File: src/rtl/branch_resolve_unit.sv
`default_nettype none
// ============================================================================
// Module   : branch_resolve_unit
// Brief    : Pairs in-order fetch-time prediction records with execute-stage
//            resolutions, updates the branch cache and issues mispredict
//            redirects. Optional statistics counters: BRANCH_RESOLVE_STAT_EN.
// Revision : 1.0 - initial release
// ============================================================================
module branch_resolve_unit #(
    parameter int QUEUE_DEPTH = 4,
    parameter int QUEUE_PTR_N = 2
) (
    input  logic        iCLOCK,
    input  logic        iRESET_SYNC,
    input  logic        iFLUSH,
    input  logic        iPREDICT_STB,
    input  logic [31:0] iPREDICT_INST_ADDR,
    input  logic        iPREDICT_HIT,
    input  logic        iPREDICT_BRANCH,
    input  logic [31:0] iPREDICT_ADDR,
    output logic        oPREDICT_FULL,
    input  logic        iRESOLVE_STB,
    input  logic        iRESOLVE_TAKEN,
    input  logic [31:0] iRESOLVE_ADDR,
    output logic        oJUMP_STB,
    output logic        oJUMP_HIT,
    output logic [31:0] oJUMP_ADDR,
    output logic [31:0] oJUMP_INST_ADDR,
    output logic        oMISS_STB,
    output logic [31:0] oMISS_ADDR,
    input  logic        iMISS_ACK,
    output logic        oRECOVER,
    output logic        oUNDERFLOW,
    output logic [31:0] oSTAT_RESOLVE_COUNT,
    output logic [31:0] oSTAT_MISS_COUNT
);

    localparam logic [QUEUE_PTR_N:0]   c_queue_depth = (QUEUE_PTR_N+1)'(QUEUE_DEPTH);
    localparam logic [QUEUE_PTR_N:0]   c_cnt_one     = (QUEUE_PTR_N+1)'(1);
    localparam logic [QUEUE_PTR_N-1:0] c_ptr_one     = QUEUE_PTR_N'(1);

    typedef enum logic [0:0] {
        ST_RUN     = 1'b0,
        ST_RECOVER = 1'b1
    } state_t;

    state_t r_state;
    state_t w_state_next;

    logic [31:0] r_q_inst_addr [QUEUE_DEPTH];
    logic        r_q_hit       [QUEUE_DEPTH];
    logic        r_q_branch    [QUEUE_DEPTH];
    logic [31:0] r_q_addr      [QUEUE_DEPTH];

    logic [QUEUE_PTR_N-1:0] r_wptr;
    logic [QUEUE_PTR_N-1:0] r_rptr;
    logic [QUEUE_PTR_N:0]   r_count;

    logic        r_jump_stb;
    logic        r_jump_hit;
    logic [31:0] r_jump_addr;
    logic [31:0] r_jump_inst_addr;
    logic        r_miss_stb;
    logic [31:0] r_miss_addr;
    logic        r_underflow;

    logic        w_active;
    logic        w_empty;
    logic        w_full;
    logic        w_resolve;
    logic        w_underflow_evt;
    logic        w_push;
    logic [31:0] w_entry_inst_addr;
    logic [31:0] w_entry_addr;
    logic        w_pred_taken;
    logic        w_miss;

    // Reset and flush win over everything, and nothing is accepted in RECOVER.
    assign w_active          = !iRESET_SYNC && !iFLUSH && (r_state == ST_RUN);
    assign w_empty           = (r_count == '0);
    assign w_full            = (r_count == c_queue_depth);
    assign w_resolve         = w_active && iRESOLVE_STB && !w_empty;
    assign w_underflow_evt   = w_active && iRESOLVE_STB && w_empty;
    assign w_push            = w_active && iPREDICT_STB && (!w_full || w_resolve);
    assign w_entry_inst_addr = r_q_inst_addr[r_rptr];
    assign w_entry_addr      = r_q_addr[r_rptr];
    assign w_pred_taken      = r_q_hit[r_rptr] & r_q_branch[r_rptr];
    assign w_miss            = w_resolve &&
                               ((w_pred_taken != iRESOLVE_TAKEN) ||
                                (w_pred_taken && iRESOLVE_TAKEN && (w_entry_addr != iRESOLVE_ADDR)));

    always_ff @(posedge iCLOCK) begin
        if (w_push) begin
            r_q_inst_addr[r_wptr] <= iPREDICT_INST_ADDR;
            r_q_hit[r_wptr]       <= iPREDICT_HIT;
            r_q_branch[r_wptr]    <= iPREDICT_BRANCH;
            r_q_addr[r_wptr]      <= iPREDICT_ADDR;
        end
    end

    always_ff @(posedge iCLOCK) begin
        if (iRESET_SYNC) begin
            r_wptr           <= '0;
            r_rptr           <= '0;
            r_count          <= '0;
            r_jump_stb       <= 1'b0;
            r_jump_hit       <= 1'b0;
            r_jump_addr      <= '0;
            r_jump_inst_addr <= '0;
            r_miss_stb       <= 1'b0;
            r_miss_addr      <= '0;
            r_underflow      <= 1'b0;
        end else if (iFLUSH) begin
            r_wptr      <= '0;
            r_rptr      <= '0;
            r_count     <= '0;
            r_jump_stb  <= 1'b0;
            r_miss_stb  <= 1'b0;
            r_underflow <= 1'b0;
        end else begin
            r_jump_stb <= w_resolve;
            r_miss_stb <= w_miss;
            if (w_underflow_evt) begin
                r_underflow <= 1'b1;
            end
            if (w_resolve) begin
                r_jump_hit       <= ~iRESOLVE_TAKEN;
                r_jump_inst_addr <= w_entry_inst_addr;
                r_jump_addr      <= iRESOLVE_TAKEN ? iRESOLVE_ADDR : w_entry_addr;
            end
            if (w_miss) begin
                r_miss_addr <= iRESOLVE_TAKEN ? iRESOLVE_ADDR : (w_entry_inst_addr + 32'h4);
            end
            // A mispredict discards the whole queue, same-cycle push included.
            if (w_miss) begin
                r_wptr  <= '0;
                r_rptr  <= '0;
                r_count <= '0;
            end else begin
                if (w_push) begin
                    r_wptr <= r_wptr + c_ptr_one;
                end
                if (w_resolve) begin
                    r_rptr <= r_rptr + c_ptr_one;
                end
                if (w_push && !w_resolve) begin
                    r_count <= r_count + c_cnt_one;
                end else if (!w_push && w_resolve) begin
                    r_count <= r_count - c_cnt_one;
                end
            end
        end
    end

    always_comb begin
        w_state_next = r_state;
        if (iFLUSH) begin
            w_state_next = ST_RUN;
        end else begin
            case (r_state)
                ST_RUN:     if (w_miss)    w_state_next = ST_RECOVER;
                ST_RECOVER: if (iMISS_ACK) w_state_next = ST_RUN;
                default:                   w_state_next = ST_RUN;
            endcase
        end
    end

    always_ff @(posedge iCLOCK) begin
        if (iRESET_SYNC) begin
            r_state <= ST_RUN;
        end else begin
            r_state <= w_state_next;
        end
    end

`ifdef BRANCH_RESOLVE_STAT_EN
    logic [31:0] r_stat_resolve;
    logic [31:0] r_stat_miss;

    // Counters survive flush; only reset clears them.
    always_ff @(posedge iCLOCK) begin
        if (iRESET_SYNC) begin
            r_stat_resolve <= '0;
            r_stat_miss    <= '0;
        end else begin
            if (w_resolve && (r_stat_resolve != 32'hFFFF_FFFF)) begin
                r_stat_resolve <= r_stat_resolve + 32'd1;
            end
            if (w_miss && (r_stat_miss != 32'hFFFF_FFFF)) begin
                r_stat_miss <= r_stat_miss + 32'd1;
            end
        end
    end

    assign oSTAT_RESOLVE_COUNT = r_stat_resolve;
    assign oSTAT_MISS_COUNT    = r_stat_miss;
`else
    assign oSTAT_RESOLVE_COUNT = 32'h0;
    assign oSTAT_MISS_COUNT    = 32'h0;
`endif

    assign oPREDICT_FULL   = w_full;
    assign oJUMP_STB       = r_jump_stb;
    assign oJUMP_HIT       = r_jump_hit;
    assign oJUMP_ADDR      = r_jump_addr;
    assign oJUMP_INST_ADDR = r_jump_inst_addr;
    assign oMISS_STB       = r_miss_stb;
    assign oMISS_ADDR      = r_miss_addr;
    assign oRECOVER        = (r_state == ST_RECOVER);
    assign oUNDERFLOW      = r_underflow;

endmodule
`default_nettype wire

File: config.mk
export PLATFORM = sky130hd
export DESIGN_NAME = branch_resolve_unit
export DESIGN_NICKNAME = d
export VERILOG_FILES = /design/src/rtl/branch_resolve_unit.sv
export SDC_FILE = /design/constraint.sdc
export NUM_CORES = 1
export LEC_CHECK = 0
export CAP_MARGIN = 10
export CORE_MARGIN = 4
export CORE_UTILIZATION = 57
export DETAILED_ROUTE_END_ITERATION = 6
export PLACE_DENSITY_LB_ADDON = 0.15
export SYNTH_ARGS = -nofsm -noshare
export SYNTH_HDL_FRONTEND = slang
export SYNTH_SLANG_ARGS = --single-unit
File: constraint.sdc
create_clock -name iCLOCK -period 8.7 [get_ports iCLOCK]
set_clock_uncertainty 0.15 [all_clocks]
set_input_delay 0.87 -clock iCLOCK [delete_from_list [all_inputs] [get_ports iCLOCK]]
set_output_delay 0.87 -clock iCLOCK [all_outputs]
set_load 0.01 [all_outputs]
==> results.json, run 1 <==
{
  "antenna_left": 0,
  "areaGrowthSynthToFinish_pct": 20.8,
  "io_pins": 271,
  "diodes": 0,
  "synth_ff_type": "edfxtp_1",
  "ctsHoldBuffers": 0,
  "report.final.slew_viol_count": 0,
  "end_kind": "flop",
  "leakagePower_nw": 6.13,
  "drt_iter0_drc": 926,
  "path_class": "flop to flop",
  "cts_resized": 0,
  "p_switching_mw": 0.775,
  "synthArstFlopShare_pct": 0,
  "clk_pin_slew_ns": 0.06,
  "synth_edf_count": 264,
  "placed_cell_area_mm2": 0.0175,
  "swShare_pct": 21.1,
  "post_cts_buffers": 0,
  "synthCells": 1084,
  "grt_pass1_vias": 9627,
  "grt.met2_usage_pct": 41.1,
  "synth_top_area_cell": "edfxtp_1",
  "max_freq_ghz": 0.233,
  "post-place-ws_ns": 4.19,
  "drt-total-wl_um": 37700,
  "r2r_setup_slack_ns": 4.41,
  "start_util_pct": 57.6,
  "synth_top_area_share_pct": 51.2,
  "yosys-top-cells-area": "edfxtp_1, dfxtp_1, mux4_2, nand2_1, buf_4",
  "worstPathRequired_ns": 8.98,
  "dp_hpwl_um": 25000,
  "intPower_mw": 2.90,
  "drcViolationCount": 0,
  "grt_pass1_wl_um": 57300,
  "final-seq-area_mm2": 0.0101,
  "hold_depth": 2,
  "grt_antenna_before_repair": 0,
  "core_region_area_mm2": 0.0269,
  "cts_root_buf": "clkbuf_16",
  "hp-class": "flop to flop",
  "power_density_mw_per_mm2": 197,
  "vias_per_cell": 5.85,
  "crit_family": "simple AND/OR/NAND/NOR gates",
  "design.die.area_mm2": 0.0299,
  "syn-cell-area_mm2": 0.0155,
  "hp-start": "oJUMP_INST_ADDR[24]",
  "ys_seq_area_share_pct": 65.4,
  "h-tree-depth": 2,
  "ys_ff_latch": 374,
  "status": "completed",
  "setup_viol": 0,
  "timing.final.hold_violations": 0,
  "layout.nets": 1392,
  "multi_input_area_mm2": 0.00475,
  "p_seq_share_pct": 52.5,
  "port_buffers": 206,
  "grtUsageMet1_pct": 34.4,
  "fin_crit_sh_pct": 49.3,
  "gp_congestion": 0.827,
  "rsz0062_at_grt": "false",
  "crit_buf_inv": 2,
  "ir_drop_v": 0.000165,
  "crit_slowest_cell": "dfxtp_4",
  "setup_tns_ns": 0,
  "tightest_slew_ns": 1.10,
  "reg2reg_to": "oMISS_ADDR[0]",
  "design_area_mm2": 0.0187,
  "p_clk_share_pct": 42.0,
  "ys_types": 55,
  "postSynthAreaPerCell_um2": 14.3,
  "post-route-min-period_ns": 4.29,
  "mostFrequentLayoutCell": "edfxtp_1",
  "clk_latency_ns": 0.52,
  "cts.sinks": 374,
  "met3_usage_pct": 3.96,
  "max_cap_viol_count": 0,
  "slew_headroom_pct": 26.3,
  "die_w_um": 173,
  "wl_per_cell_um": 22.8,
  "via_count": 9652,
  "dr.pass1.iters": 5,
  "cts_buffers": 39,
  "cts_tree": "done",
  "clockBufferDepth": 3,
  "rows": 60,
  "drive_gt1_share_pct": 13.1,
  "start_kind": "flop",
  "crit_chain": "buf_4, mux4_2, xnor2_1, nand4_1, nor4_4, a21oi_2, nor2_4, inv_2, a211oi_1",
  "whs_endpoint": "oJUMP_INST_ADDR[24]",
  "layout_setup_ws_ns": 4.41,
  "yosys_warnings": 0,
  "ff2ff_path_depth": 9,
  "die_h_um": 173,
  "path_max_fanout": 36,
  "slowest_delay_ns": 0.84,
  "arrival_ns": 4.57,
  "grt-busiest-layer": "met2",
  "grt_max_degree": 104,
  "final_cell_mix": "edfxtp_1, clkdlybuf4s50_1, nand2_1, dfxtp_1",
  "p_comb_share_pct": 5.5,
  "gr-total-overflow": 0,
  "fill_cells": 1832,
  "grt_use_total_pct": 24.8
}
==> synthesized netlist by cell type (3+ instances only) <==
| cell | count |
|---|---|
| buf_1 | 3 |
| nor3_2 | 9 |
| o21ai_0 | 21 |
| inv_2 | 4 |
| mux2_2 | 5 |
| buf_2 | 12 |
| a311oi_1 | 22 |
| a21boi_0 | 12 |
| and3_1 | 3 |
| nor4_2 | 6 |
| edfxtp_1 | 264 |
| and2_1 | 6 |
| inv_1 | 12 |
| dfxtp_1 | 110 |
| o21a_1 | 4 |
| nand4_1 | 27 |
| a21boi_1 | 7 |
| xnor2_1 | 49 |
| nand2_1 | 145 |
| nor2b_1 | 6 |
| clkbuf_1 | 37 |
| nor3_1 | 13 |
| a31oi_1 | 12 |
| nand3_1 | 10 |
| buf_6 | 5 |
| nor4_1 | 4 |
| o21ai_1 | 21 |
| a21oi_1 | 43 |
| buf_4 | 68 |
| xor2_1 | 15 |
| ha_1 | 7 |
| nor2_1 | 29 |
| mux4_2 | 64 |
==> metrics by stage <==
step	utilization, %	hold slack, ns	cells	power [mW]
after floorplan	-	0.317	1147	2.08
final	69.6	0.305	1650	3.68
after detailed placement	65.1	0.300	1579	2.17
after CTS	69.6	0.307	1650	3.70
after global routing	69.6	0.326	1650	3.80
after global placement	65.1	0.294	1579	2.16
==> per-layer routing <==
metal / share of wire [%] / vias up
met5: 0 / -
met4: 2.8 / 0
met3: 7.4 / 65
met2: 49 / 442
met1: 41 / 4830
li1: - / 4315
==> power groups by stage <==
stage | sequential (mW) | combinational [mW] | clock (mW)
2_1_floorplan | 1.97 | 0.110 | 0
3_3_place_gp | 1.97 | 0.196 | 0
3_5_place_dp | 1.97 | 0.199 | 0
4_1_cts | 1.93 | 0.200 | 1.57
5_1_grt | 1.93 | 0.215 | 1.66
6_report | 1.93 | 0.201 | 1.55
==> how the worst max path moves through the flow <==
| stage | from | depth (start not counted) | slack, ns | endpoint |
|---|---|---|---|---|
| floorplan | iFLUSH | 3 | 4.25 | r_q_addr[0][0] |
| global placement | iRESET_SYNC | 8 | 4.24 | oMISS_ADDR[21] |
| detailed placement | iRESET_SYNC | 8 | 4.19 | oMISS_ADDR[21] |
| CTS | flop | 9 | 4.31 | oMISS_ADDR[0] |
| global route | flop | 9 | 4.00 | oMISS_ADDR[0] |
| finish | flop | 9 | 4.41 | oMISS_ADDR[0] |
==> worst register-to-register path: cells and delay by family, from the launching register on <==
kind	cells	cell delay, ns
DFF	1	0.84
AOI/OAI and AO/OA	2	0.45
xor gates and xnor gates	1	0.17
muxes	1	0.65
and+or+nand+nor	3	1.02
buffers and inverters	2	0.92
==> cells by family (layout without fill, tap and decap cells) <==
group                      count (synthesis)  in the layout  synth area share, %
xor gates and xnor gates                  64             64                 3.62
buffers and inverters                    143            305                 5.53
and+or+nand+nor                          268            268                 8.55
muxes                                     72             72                 9.87
AOI/OAI and AO/OA                        154            154                 6.29
adders and majority gates                  8              8                0.695
DFF                                      374            374                 65.4
other                                      1             64               0.0242
==> sequential cells by signal (all words and copies together), names as in the netlist, 2 cells and up, named ones only <==
register and flops:
r_q_branch 4, oMISS_ADDR 32, r_q_hit 4, oJUMP_INST_ADDR 32, r_wptr 2, oJUMP_ADDR 32
r_q_addr 128, r_count 3, r_q_inst_addr 128, r_rptr 2
==> cell type report <==
cell class	count	area share [%]
repair buffers	217	11.4
flip-flops and latches	374	54.2
well taps	341	2.28
inverters	17	0.341
multi-input cells	630	25.4
clock buffers	56	5.95
clock inverters	15	0.455
Power figures use the tool's default switching activity.
==> run 2, diff against run 1 <==
- CORE_UTILIZATION: 57 -> 53
- clock period: 8.7 -> 4.25 ns (I/O delays scaled with it)
==> run 2 against run 1 <==
  * Fmax up 21%
  * Final area increased by 1.3%
  * Sequential cell count stayed put
  * Combinational power is 110% higher
  * Largest cell class unchanged
  * Die area increased by 7.2%
  * Core utilization fell by 3.8 points
  * Via count grew 0.16%
==> results.json, run 2 (synthesized netlist as in run 1, its figures left out) <==
{
  "status": "completed",
  "grt_pass1_wl_um": 59100,
  "leakagePower_nw": 6.19,
  "post-route-min-period_ns": 3.56,
  "rows": 62,
  "h-tree-depth": 2,
  "antenna_left": 0,
  "crit_slowest_cell": "mux4_2",
  "setup_viol": 0,
  "final-seq-area_mm2": 0.0101,
  "clk_pin_slew_ns": 0.06,
  "start_kind": "flop",
  "end_kind": "flop",
  "fin_crit_sh_pct": 83.8,
  "grt_use_total_pct": 24.9,
  "grt_max_degree": 69,
  "reg_top3": "r_q_addr: 128 flops, r_q_inst_addr: 128 flops",
  "worstPathRequired_ns": 4.51,
  "path_max_fanout": 15,
  "multi_input_area_mm2": 0.00475,
  "drt_iter0_drc": 867,
  "via_count": 9667,
  "crit_chain": "buf_4, mux4_2, xnor2_1, nand4_1, nor4_4, a21oi_2, nor2_4, buf_4, mux2_2",
  "wl_per_cell_um": 23.3,
  "post-place-ws_ns": 0.665,
  "slew_headroom_pct": 38.8,
  "gp_congestion": 0.891,
  "cts_root_buf": "clkbuf_16",
  "path_class": "flop to flop",
  "cts.sinks": 374,
  "port_buffers": 206,
  "drt-total-wl_um": 39700,
  "layout.nets": 1404,
  "post_cts_buffers": 0,
  "grt_antenna_before_repair": 5,
  "cp_common_cell": "buf_4",
  "vias_per_cell": 5.67,
  "mostFrequentLayoutCell": "edfxtp_1",
  "drcViolationCount": 0,
  "fin_util_pct": 65.8,
  "core_region_area_mm2": 0.0288,
  "tightest_slew_ns": 0.919,
  "cts_buffers": 39,
  "cts_resized": 0,
  "fill_cells": 2080,
  "dr.pass1.iters": 5,
  "die_h_um": 179,
  "max_cap_viol_count": 0,
  "grt_pass1_vias": 9621,
  "drive_gt1_share_pct": 13.8,
  "die_w_um": 179,
  "power_density_mw_per_mm2": 404,
  "start_util_pct": 53.8,
  "rsz0062_at_grt": "false",
  "slowest_delay_ns": 0.57,
  "layout_setup_ws_ns": 0.690,
  "ctsHoldBuffers": 0,
  "clk_latency_ns": 0.53,
  "final_cell_mix": "edfxtp_1, clkdlybuf4s50_1, nand2_1, dfxtp_1",
  "io_pins": 271,
  "setup_tns_ns": 0,
  "clockBufferDepth": 3,
  "max_freq_ghz": 0.281,
  "cts_tree": "done",
  "arrival_ns": 3.82,
  "dp_hpwl_um": 26800,
  "hp-class": "primary input to flop",
  "design.die.area_mm2": 0.0320,
  "timing.final.hold_violations": 0,
  "p_total_mw": 7.65,
  "report.final.slew_viol_count": 0,
  "areaGrowthSynthToFinish_pct": 22.4,
  "gr-total-overflow": 0,
  "ir_drop_v": 0.000328
}
run 2: cell types whose count changed in the layout (fill, tap and decap cells not counted), sizes merged:
cell,before,now
bufinv,0,2
buf,13,25
clkinvlp,1,4
diode,0,2
clkbuf,56,50
clkinv,12,11
run 2: area by class of cell:
cell class / instances / area share (%)
Antenna cell: 2 / 0.0264
Inverter: 17 / 0.337
Tap cell: 384 / 2.54
Clock inverter: 19 / 0.891
Sequential cell: 374 / 53.5
Clock buffer: 50 / 5.59
Multi-Input combinational cell: 630 / 25.1
Timing Repair Buffer: 229 / 12.1
run 2: worst paths after layout:
path | startpoint | endpoint | slack (ns) | cells past startpoint
max | flop | oMISS_ADDR[8] | 0.69 | 9
min | iRESOLVE_TAKEN | oJUMP_HIT | 0.19 | 2
max reg2reg | flop | oMISS_ADDR[8] | 0.69 | 9
min reg2reg | oJUMP_INST_ADDR[28] | oJUMP_INST_ADDR[28] | 0.30 | 2
run 2: per-layer routing:
layer	share of wire [%]	GRT usage, %	vias up
met5	0.10	0	-
met4	3.4	9.21	6
met3	7.7	4.07	75
met2	48	39.6	465
met1	41	35.2	4783
li1	-	-	4338
run 2: critical path, delay by kind of cell, from the launching register on:
family                    cells  cell delay, ns
muxes                         2            0.92
AOI/OAI and AO/OA             1            0.19
buffers and inverters         2            0.50
DFF                           1            0.56
and+or+nand+nor               3            0.98
xor gates and xnor gates      1            0.15
run 2: report_power, final:
group / switching, mW / internal, mW / leakage, nW
combinational: 0.241 / 0.181 / 2.34
clock: 1.38 / 1.90 / 0.585
sequential: 0.0172 / 3.93 / 3.27
run 2: metrics by stage:
step                      area [um^2]  cells  hold WS, ns
after global routing            18900   1704        0.186
after CTS                       18900   1703        0.170
after global placement          17700   1634        0.293
final                           18900   1705        0.188
after detailed placement        17700   1634        0.297
after floorplan                 15700   1147        0.317
==> run 3, diff against run 2 <==
- CORE_UTILIZATION: 53 -> 48
- clock period: 4.25 -> 3 ns (I/O delays scaled with it)
==> run 3 against run 2 <==
  * The flow now finishes with violations (negative setup slack)
  * Core utilization shrank 3.5 points
  * Critical path type unchanged
  * Highest routed layer unchanged
  * Sequential power rose by 42%
  * Sequential cell count did not move
  * Final cell count increased by 3.8%
==> results.json, run 3 (synthesized netlist as in run 1, its figures left out) <==
{
  "areaGrowthSynthToFinish_pct": 27.6,
  "grt_use_total_pct": 22.3,
  "crit_family": "simple AND/OR/NAND/NOR gates",
  "violations": "negative setup slack",
  "dp_hpwl_um": 28400,
  "clk_pin_slew_ns": 0.06,
  "clk_latency_ns": 0.52,
  "wl_per_cell_um": 22.8,
  "start_util_pct": 48.8,
  "tightest_slew_ns": 0.884,
  "path_class": "flop to flop",
  "cts.sinks": 374,
  "grt_pass1_wl_um": 59600,
  "reg_top3": "r_q_addr: 128 flops, r_q_inst_addr: 128 flops",
  "rsz0062_at_grt": "true",
  "p_total_mw": 11.2,
  "grt_max_degree": 69,
  "cts_buffers": 39,
  "timing.final.hold_violations": 0,
  "path_max_fanout": 11,
  "gr-total-overflow": 0,
  "clockBufferDepth": 3,
  "cts_tree": "done",
  "hp-class": "primary input to flop",
  "grt_antenna_before_repair": 1,
  "design.die.area_mm2": 0.0352,
  "max_freq_ghz": 0.325,
  "end_kind": "flop",
  "r2r_setup_slack_ns": -0.08,
  "power_density_mw_per_mm2": 568,
  "fin_crit_sh_pct": 103,
  "ff2ff_path_depth": 9,
  "antenna_left": 0,
  "crit_cells": 9,
  "dp.cells": 1690,
  "grt_pass1_vias": 9532,
  "core_region_area_mm2": 0.0317,
  "post-route-min-period_ns": 3.08,
  "crit_chain": "buf_12, mux4_2, xnor2_2, nand4_1, nor4_4, buf_4, nand2_1, a2111o_1, a21oi_1",
  "arrival_ns": 3.38,
  "mostFrequentLayoutCell": "edfxtp_1",
  "stdcell_count": 1770,
  "layout.nets": 1451,
  "die_w_um": 188,
  "drcViolationCount": 0,
  "drive_gt1_share_pct": 18.4,
  "diodes": 0,
  "max_cap_viol_count": 0,
  "drt_iter0_drc": 812,
  "leakagePower_nw": 6.64,
  "setup_tns_ns": -0.358,
  "setup_viol": 10,
  "slowest_delay_ns": 0.60,
  "h-tree-depth": 2,
  "final_cell_mix": "edfxtp_1, clkdlybuf4s50_1, nand2_1, dfxtp_1",
  "vias_per_cell": 5.47,
  "ir_drop_v": 0.000528,
  "die_h_um": 188,
  "post-place-ws_ns": -0.155,
  "via_count": 9683,
  "slew_headroom_pct": 41.1,
  "port_buffers": 206,
  "dr.pass1.iters": 5,
  "fill_cells": 2426,
  "io_pins": 271,
  "crit_slowest_cell": "mux4_2",
  "report.final.slew_viol_count": 0,
  "worstPathRequired_ns": 3.30,
  "crit_buf_inv": 2,
  "cts_root_buf": "clkbuf_16",
  "layout_setup_ws_ns": -0.0809,
  "status": "finished with violations",
  "gp_congestion": 0.808,
  "drt-total-wl_um": 40400,
  "start_kind": "flop",
  "rows": 65
}
-- run 3: layer usage --
layer / track usage (%) / share of wire [%] / vias up
li1: - / - / 4441
met3: 3.70 / 6.3 / 56
met5: 0 / 0.027 / -
met2: 36.8 / 49 / 369
met1: 31.3 / 42 / 4815
met4: 5.31 / 2.2 / 2
-- run 3: where the power goes --
group	internal (mW)	switching (mW)	total, mW
Clock	3.10	1.90	5.00
Combinational	0.279	0.350	0.629
Sequential	5.57	0.0225	5.60
-- run 3: how the worst min path moves through the flow --
stage | slack (ns) | cells past startpoint | startpoint | end
floorplan | 0.25 | 0 | iPREDICT_ADDR[0] | r_q_addr[0][0]
global placement | 0.29 | 2 | oJUMP_INST_ADDR[25] | oJUMP_INST_ADDR[25]
detailed placement | 0.30 | 2 | oJUMP_INST_ADDR[19] | oJUMP_INST_ADDR[19]
CTS | 0.14 | 3 | iRESOLVE_TAKEN | oJUMP_ADDR[29]
global route | 0.18 | 3 | iRESOLVE_TAKEN | oJUMP_ADDR[4]
finish | 0.17 | 3 | iRESOLVE_TAKEN | oJUMP_ADDR[8]
-- run 3: final cells by class --
class                   count  area, um^2  share of cell area (%)
clock inverters            14         194                   0.982
repair buffers            276        2840                    14.4
inverters                  17        63.8                   0.323
well taps                 402         503                    2.55
multi-input cells         630        4870                    24.6
clock buffers              57        1160                    5.85
flip-flops and latches    374       10100                    51.3
-- run 3: per-stage QoR --
stage                     cell area [um^2]  hold slack (ns)  util (%)
after detailed placement             18200            0.298      57.3
after floorplan                      15700            0.249         -
after CTS                            19600            0.138      61.9
final                                19800            0.171      62.3
after global routing                 19800            0.180      62.3
after global placement               18200            0.294      57.3
-- run 3: worst reg2reg max path, stage by stage (launching register included) --
cell and delay, ns:
dfxtp_4 0.41, buf_12 0.17, mux4_2 0.60, xnor2_2 0.17, nand4_1 0.26, nor4_4 0.43
buf_4 0.19, nand2_1 0.07, a2111o_1 0.42, a21oi_1 0.14
-- run 3: what timing repair did --
item	4_1_cts	5_1_grt
setup buffers	4	2
pin swaps	3	2
gates resized for setup	6	19
hold buffers	1	0
setup endpoints to repair	42	34
hold endpoints to repair	1	0
cloned	1	1
